### config.mk
export PLATFORM = sky130hd
export DESIGN_NAME = rc5_cbc_ctrl
export DESIGN_NICKNAME = d
export VERILOG_FILES = /design/src/rtl/rc5_pkg.sv /design/src/rtl/rc5_cbc_xor.sv /design/src/rtl/rc5_cbc_ctrl.sv
export SDC_FILE = /design/constraint.sdc
export NUM_CORES = 1
export LEC_CHECK = 0
export ABC_AREA = 1
export BUFFER_PORTS_ARGS = -buffer_cell sky130_fd_sc_hd__buf_4
export CELL_PAD_IN_SITES_DETAIL_PLACEMENT = 2
export CELL_PAD_IN_SITES_GLOBAL_PLACEMENT = 2
export CORE_UTILIZATION = 25
export DETAILED_ROUTE_END_ITERATION = 6
export PLACE_DENSITY = 0.95
export RECOVER_POWER = 50
export SLEW_MARGIN = 5
export SYNTH_ARGS = -nofsm -noshare
export SYNTH_HDL_FRONTEND = slang
export SYNTH_SLANG_ARGS = --single-unit
### constraint.sdc
create_clock -name clk -period 3.39 [get_ports clk]
set_input_delay 0.1695 -clock clk [delete_from_list [all_inputs] [get_ports clk]]
set_output_delay 0.1695 -clock clk [all_outputs]
set_load 0.01 [all_outputs]
### src/rtl/rc5_pkg.sv
// Shared types for the rc5 CBC sequencer.
// Block/key/round widths and the controller state encoding.
package rc5_pkg;

  localparam int BLK_W = 32;
  localparam int KEY_W = 128;
  localparam int RND_W = 5;

  typedef enum logic [2:0] {
    IDLE      = 3'd0,
    KEY_PULSE = 3'd1,
    KEY_WAIT  = 3'd2,
    ISSUE     = 3'd3,
    WAIT_LO   = 3'd4,
    WAIT_HI   = 3'd5,
    OUT       = 3'd6
  } ctrl_state_t;

endpackage

### src/rtl/rc5_cbc_xor.sv
// CBC datapath: pre-core XOR, post-core XOR and chain-next select.
// In: cbc, dec, blk, chain, d_out. Out: pre, post, chain_nxt.
module rc5_cbc_xor #(
  parameter int W = rc5_pkg::BLK_W
) (
  input  logic         cbc,
  input  logic         dec,
  input  logic [W-1:0] blk,
  input  logic [W-1:0] chain,
  input  logic [W-1:0] d_out,
  output logic [W-1:0] pre,
  output logic [W-1:0] post,
  output logic [W-1:0] chain_nxt
);

  always_comb begin
    pre       = blk;
    post      = d_out;
    chain_nxt = chain;
    if (cbc) begin
      if (dec) begin
        post      = d_out ^ chain;
        chain_nxt = blk;
      end else begin
        pre       = blk ^ chain;
        chain_nxt = d_out;
      end
    end
  end

endmodule

### src/rtl/rc5_cbc_ctrl.sv
// Sequencer in front of the rc5 core: key loads, ECB/CBC blocks,
// one op in flight, valid/ready in and out.
// Ports: clk, rst (async, active-low); cfg_* config; key_req/key_busy;
// iv_load/iv_in; s_* input stream; m_* output stream; core_* to core.
// Option RC5_CTRL_WATCHDOG_EN adds a wait-state watchdog and the
// sticky err_timeout output.
module rc5_cbc_ctrl #(
  parameter int BLK_W       = rc5_pkg::BLK_W,
  parameter int KEY_W       = rc5_pkg::KEY_W,
  parameter int TIMEOUT_CYC = 1023
) (
  input  logic                      clk,
  input  logic                      rst,
  input  logic [rc5_pkg::RND_W-1:0] cfg_rounds,
  input  logic [KEY_W-1:0]          cfg_key,
  input  logic                      cfg_cbc,
  input  logic                      cfg_dec,
  input  logic                      key_req,
  output logic                      key_busy,
  input  logic                      iv_load,
  input  logic [BLK_W-1:0]          iv_in,
  input  logic                      s_valid,
  output logic                      s_ready,
  input  logic [BLK_W-1:0]          s_data,
  output logic                      m_valid,
  input  logic                      m_ready,
  output logic [BLK_W-1:0]          m_data,
  output logic                      core_load_key,
  input  logic                      core_key_ready,
  output logic                      core_start_enc,
  output logic                      core_start_dec,
  output logic [BLK_W-1:0]          core_d_in,
  input  logic [BLK_W-1:0]          core_d_out,
  input  logic                      core_done,
`ifdef RC5_CTRL_WATCHDOG_EN
  output logic                      err_timeout,
`endif
  output logic [rc5_pkg::RND_W-1:0] core_num_rounds,
  output logic [KEY_W-1:0]          core_key
);

  import rc5_pkg::*;

  ctrl_state_t state;
  ctrl_state_t state_d;

  logic             up_q;
  logic             cbc_q;
  logic             dec_q;
  logic [BLK_W-1:0] blk_q;
  logic [BLK_W-1:0] chain_q;
  logic [BLK_W-1:0] pre;
  logic [BLK_W-1:0] post;
  logic [BLK_W-1:0] chain_nxt;

  logic idle;
  logic s_acc;
  logic key_acc;
  logic capture;

  assign core_num_rounds = cfg_rounds;
  assign core_key        = cfg_key;

  assign idle    = (state == IDLE);
  // up_q holds s_ready low in the first cycle after reset release
  assign s_ready = up_q & idle & ~iv_load & ~key_req;
  assign s_acc   = s_valid & s_ready;
  assign key_acc = idle & ~iv_load & key_req;
  assign capture = (state == WAIT_HI) & core_done;

  assign key_busy      = (state == KEY_PULSE) | (state == KEY_WAIT);
  assign core_load_key = (state == KEY_PULSE);

  rc5_cbc_xor #(
    .W(BLK_W)
  ) u_xor (
    .cbc      (cbc_q),
    .dec      (dec_q),
    .blk      (blk_q),
    .chain    (chain_q),
    .d_out    (core_d_out),
    .pre      (pre),
    .post     (post),
    .chain_nxt(chain_nxt)
  );

`ifdef RC5_CTRL_WATCHDOG_EN
  localparam logic [9:0] WD_LIM = 10'(TIMEOUT_CYC);

  logic [9:0] wd_q;
  logic       waiting;
  logic       timeout;

  assign waiting = state inside {KEY_WAIT, WAIT_LO, WAIT_HI};
`endif

  always_comb begin
    state_d = state;
`ifdef RC5_CTRL_WATCHDOG_EN
    timeout = 1'b0;
`endif
    unique case (state)
      IDLE: begin
        if (key_acc)
          state_d = KEY_PULSE;
        else if (s_acc)
          state_d = ISSUE;
      end
      KEY_PULSE: state_d = KEY_WAIT;
      KEY_WAIT: begin
        if (core_key_ready)
          state_d = IDLE;
      end
      ISSUE: state_d = WAIT_LO;
      // a done level left high by the previous block must drop first
      WAIT_LO: begin
        if (!core_done)
          state_d = WAIT_HI;
      end
      WAIT_HI: begin
        if (core_done)
          state_d = OUT;
      end
      OUT: begin
        if (m_ready)
          state_d = IDLE;
      end
      default: state_d = IDLE;
    endcase
`ifdef RC5_CTRL_WATCHDOG_EN
    // progress in the same cycle wins over the timeout
    if (waiting && wd_q == WD_LIM && state_d == state) begin
      timeout = 1'b1;
      state_d = IDLE;
    end
`endif
  end

  always_ff @(posedge clk or negedge rst) begin
    if (!rst) begin
      state          <= IDLE;
      up_q           <= 1'b0;
      cbc_q          <= 1'b0;
      dec_q          <= 1'b0;
      blk_q          <= '0;
      chain_q        <= '0;
      core_d_in      <= '0;
      core_start_enc <= 1'b0;
      core_start_dec <= 1'b0;
      m_valid        <= 1'b0;
      m_data         <= '0;
    end else begin
      state          <= state_d;
      up_q           <= 1'b1;
      core_start_enc <= 1'b0;
      core_start_dec <= 1'b0;
      if (idle && iv_load)
        chain_q <= iv_in;
      if (s_acc) begin
        blk_q <= s_data;
        cbc_q <= cfg_cbc;
        dec_q <= cfg_dec;
      end
      if (state == ISSUE) begin
        core_d_in      <= pre;
        core_start_enc <= ~dec_q;
        core_start_dec <= dec_q;
      end
      if (capture) begin
        m_data  <= post;
        chain_q <= chain_nxt;
        m_valid <= 1'b1;
      end else if (state == OUT && m_ready) begin
        m_valid <= 1'b0;
      end
    end
  end

`ifdef RC5_CTRL_WATCHDOG_EN
  always_ff @(posedge clk or negedge rst) begin
    if (!rst) begin
      wd_q        <= '0;
      err_timeout <= 1'b0;
    end else begin
      if (state_d != state || !waiting)
        wd_q <= '0;
      else
        wd_q <= wd_q + 10'd1;
      if (timeout)
        err_timeout <= 1'b1;
      else if (key_acc)
        err_timeout <= 1'b0;
    end
  end
`endif

endmodule

==> results.py <==
metrics = {
    "outcome": {
        "status": "complete, but fails checks",
        "violations": "max-capacitance violations, max-slew violations",
    },
    "clock_tree": {
        "cts-htree-levels": 4,
        "cts_made_buffers": 17,
        "ctsLongestPathBuffers": 2,
        "clock_tree_from_tritoncts": "built",
        "clkSinkCount": 137,
        "clock_pin_slew_reported_for_the_worst_setup_and_hold_paths_after_clock_tree_synthesis_ns": 0.06,
        "clkLatencyLatePin_ns": 0.43,
        "clock-root-buffer": "sky130_fd_sc_hd__clkbuf_16",
    },
    "sta": {
        "worst_hold_slack_ns": 0.00986,
        "fin_worst_skew_ns": 0.0203,
        "grt_setup_unrepaired": "no",
        "timing.max_slew.rel_slack": -0.250,
        "final-hold-violation-count": 0,
        "worst_slew_pin_slew_ns": 1.87,
        "finalSetupTns_ns": 0,
        "min_cycle_time_layout_ns": 2.35,
        "fmax_ghz": 0.426,
        "min_period_over_period": 0.693,
        "timing_max_transition_violations_final": 69,
        "setup_viol": 0,
    },
    "global_route": {
        "overflow": 0,
        "grt_max_degree": 70,
        "antenna_found_initial": 2,
        "first_global_vias": 7671,
        "grt_first_pass_wirelength_um": 43400,
        "grtUsageTotal": 0.182,
    },
    "finish": {
        "final_design_area_no_fill_um2": 9280,
        "design.final.nets": 1290,
        "mostFrequentLayoutCell": "sky130_fd_sc_hd__nand2_1",
        "mostFrequentLayoutCells": "sky130_fd_sc_hd__nand2_1, sky130_fd_sc_hd__buf_4, sky130_fd_sc_hd__dfrtp_1",
        "area_growth_pct": 19.7,
        "post-route-util": 0.304,
        "drive_above_1_share": 0.184,
    },
    "run": {
        "max-cap-violations": 1,
    },
    "synthesis": {
        "warning_count_from_the_yosys_run": 0,
        "flip_flop_and_latch_count_after_synthesis": 137,
        "synthesis.area_per_instance_um2": 7.81,
        "async_set_or_reset_register_ratio_after_synthesis": 1.00,
        "postSynthCellCount": 992,
        "postSynthNetCount": 1231,
        "synthDistinctLibCells": 22,
        "post_synth_edffs": 0,
        "sequential_cell_area_fraction_in_the_yosys_report": 0.442,
        "mappedNetlistArea_um2": 7750,
        "synth_top_flop_cell": "sky130_fd_sc_hd__dfrtp_1",
    },
    "floorplan": {
        "dieArea_um2": 31700,
        "core.rowCount": 64,
        "die-width_um": 178,
        "core_um2": 30500,
        "floorplan.io_pins": 442,
        "chipHeight_um": 178,
        "initial_utilization": 0.254,
    },
    "drt": {
        "drt_first_pass_iters": 4,
        "drt-initial-drc-count": 346,
        "num_vias": 6797,
        "post_drt_antenna_nets": 0,
        "postRouteWirelength_um": 28400,
        "wl_per_cell_um": 19.4,
        "via_per_inst": 4.65,
        "drc": 0,
    },
    "placed_design": {
        "routability_congestion_estimate": 0.755,
        "post_dp_area_um2": 8470,
        "half_perimeter_wire_length_after_placement_um": 19200,
        "port_buffer_cells": 175,
    },
    "critical_path": {
        "endpoint_kind_of_the_worst_setup_timing_path": "flop",
        "critical_path_peak_fanout": 32,
        "ff2ff_path_depth": 7,
        "critical_path_arrival_ns": 2.70,
        "critPathKind": "flop to flop",
        "cp_data_required_time_ns": 3.75,
        "setup.worst_path.start_class": "flop",
    },
    "pwr": {
        "worst_ir_drop_vdd_mv": 0.352,
        "leakage_component_of_the_power_nw": 4.63,
        "power.density_nw_per_um2": 884,
        "overall_power_mw": 8.20,
    },
    "hold_path": {
        "timing.hold.worst.class": "primary input to flop",
        "hold_path_depth": 3,
    },
}
[worst paths after layout]
path	from	endpoint	slack, ns
max	state[1]	chain_q[4]	1.04
min	s_data[1]	blk_q[1]	0.01
max reg2reg	state[1]	chain_q[4]	1.04
min reg2reg	core_d_in[18]	core_d_in[18]	0.49
max in group asynchronous	rst	state[0]	1.36
min in group asynchronous	rst	core_d_in[24]	0.79
[layout make-up]
type,instances,area [µm²]
multi-input cells,624,2920
clock inverters,13,168
clock buffers,19,453
fillers,3502,21200
diodes,1,2.50
well taps,396,495
flip-flops and latches,137,3430
inverters,49,185
repair buffers,222,1620
[flip-flops by register name, summed over array words and instances (netlist names)]
register and flops:
core_start_dec 1, core_d_in 32, dec_q 1, up_q 1, blk_q 32, m_valid 1
cbc_q 1, state 3, m_data 32, core_start_enc 1, chain_q 32
[cells in the mapped netlist (3+ instances only)]
master | number | area [µm²]
sky130_fd_sc_hd__nand3_1 | 70 | 350
sky130_fd_sc_hd__buf_2 | 16 | 80.1
sky130_fd_sc_hd__o21ai_0 | 72 | 360
sky130_fd_sc_hd__nand2_1 | 305 | 1140
sky130_fd_sc_hd__clkbuf_1 | 27 | 101
sky130_fd_sc_hd__nor2_1 | 75 | 282
sky130_fd_sc_hd__dfrtp_1 | 137 | 3430
sky130_fd_sc_hd__inv_1 | 45 | 169
sky130_fd_sc_hd__o21ai_1 | 29 | 145
sky130_fd_sc_hd__xor2_1 | 64 | 561
sky130_fd_sc_hd__clkbuf_2 | 3 | 15.0
sky130_fd_sc_hd__buf_4 | 133 | 998
sky130_fd_sc_hd__buf_6 | 3 | 33.8
[per-layer routing]
layer	global-route usage	wire length (µm)
met3	0.0509	1720
met1	0.218	11900
met4	0.0677	726
met2	0.310	14100
met5	0	17
[kinds of logic (layout without fill, tap and decap cells)]
family          after synthesis  in the layout  synth area share
simple gates                457            457             0.237
buf+inv                     231            303             0.182
flops                       137            137             0.442
compound gates              102            102            0.0659
xor+xnor                     64             64            0.0723
other cells                   1              2          0.000484
[where the power goes]
part	switching, mW	internal [mW]
Clock	0.781	1.21
Sequential	0.711	2.42
Combinational	1.91	1.17
Total	3.40	4.79
[worst max-delay path: stages, from the launching register on]
cell	delay [ns]
sky130_fd_sc_hd__dfrtp_1	0.48
sky130_fd_sc_hd__inv_1	0.10
sky130_fd_sc_hd__nand2_1	0.14
sky130_fd_sc_hd__nor3_4	0.44
sky130_fd_sc_hd__nand2_2	0.11
sky130_fd_sc_hd__nand2_2	0.64
sky130_fd_sc_hd__nand3_1	0.21
sky130_fd_sc_hd__nand2_1	0.15
[what timing repair did]
action	in CTS	in global routing
endpoints found under the hold margin	100	0
hold buffers	33	0
buffers inserted	0	0
resized for setup	0	0
[per-stage QoR]
step / setup slack (ns) / cells
2_1_floorplan: 1.87 / 992
3_3_place_gp: 1.30 / 1395
3_5_place_dp: 0.974 / 1395
4_1_cts: 0.925 / 1460
5_1_grt: 0.819 / 1460
6_report: 1.04 / 1461
Note: power is estimated with default switching activity, not from simulation.
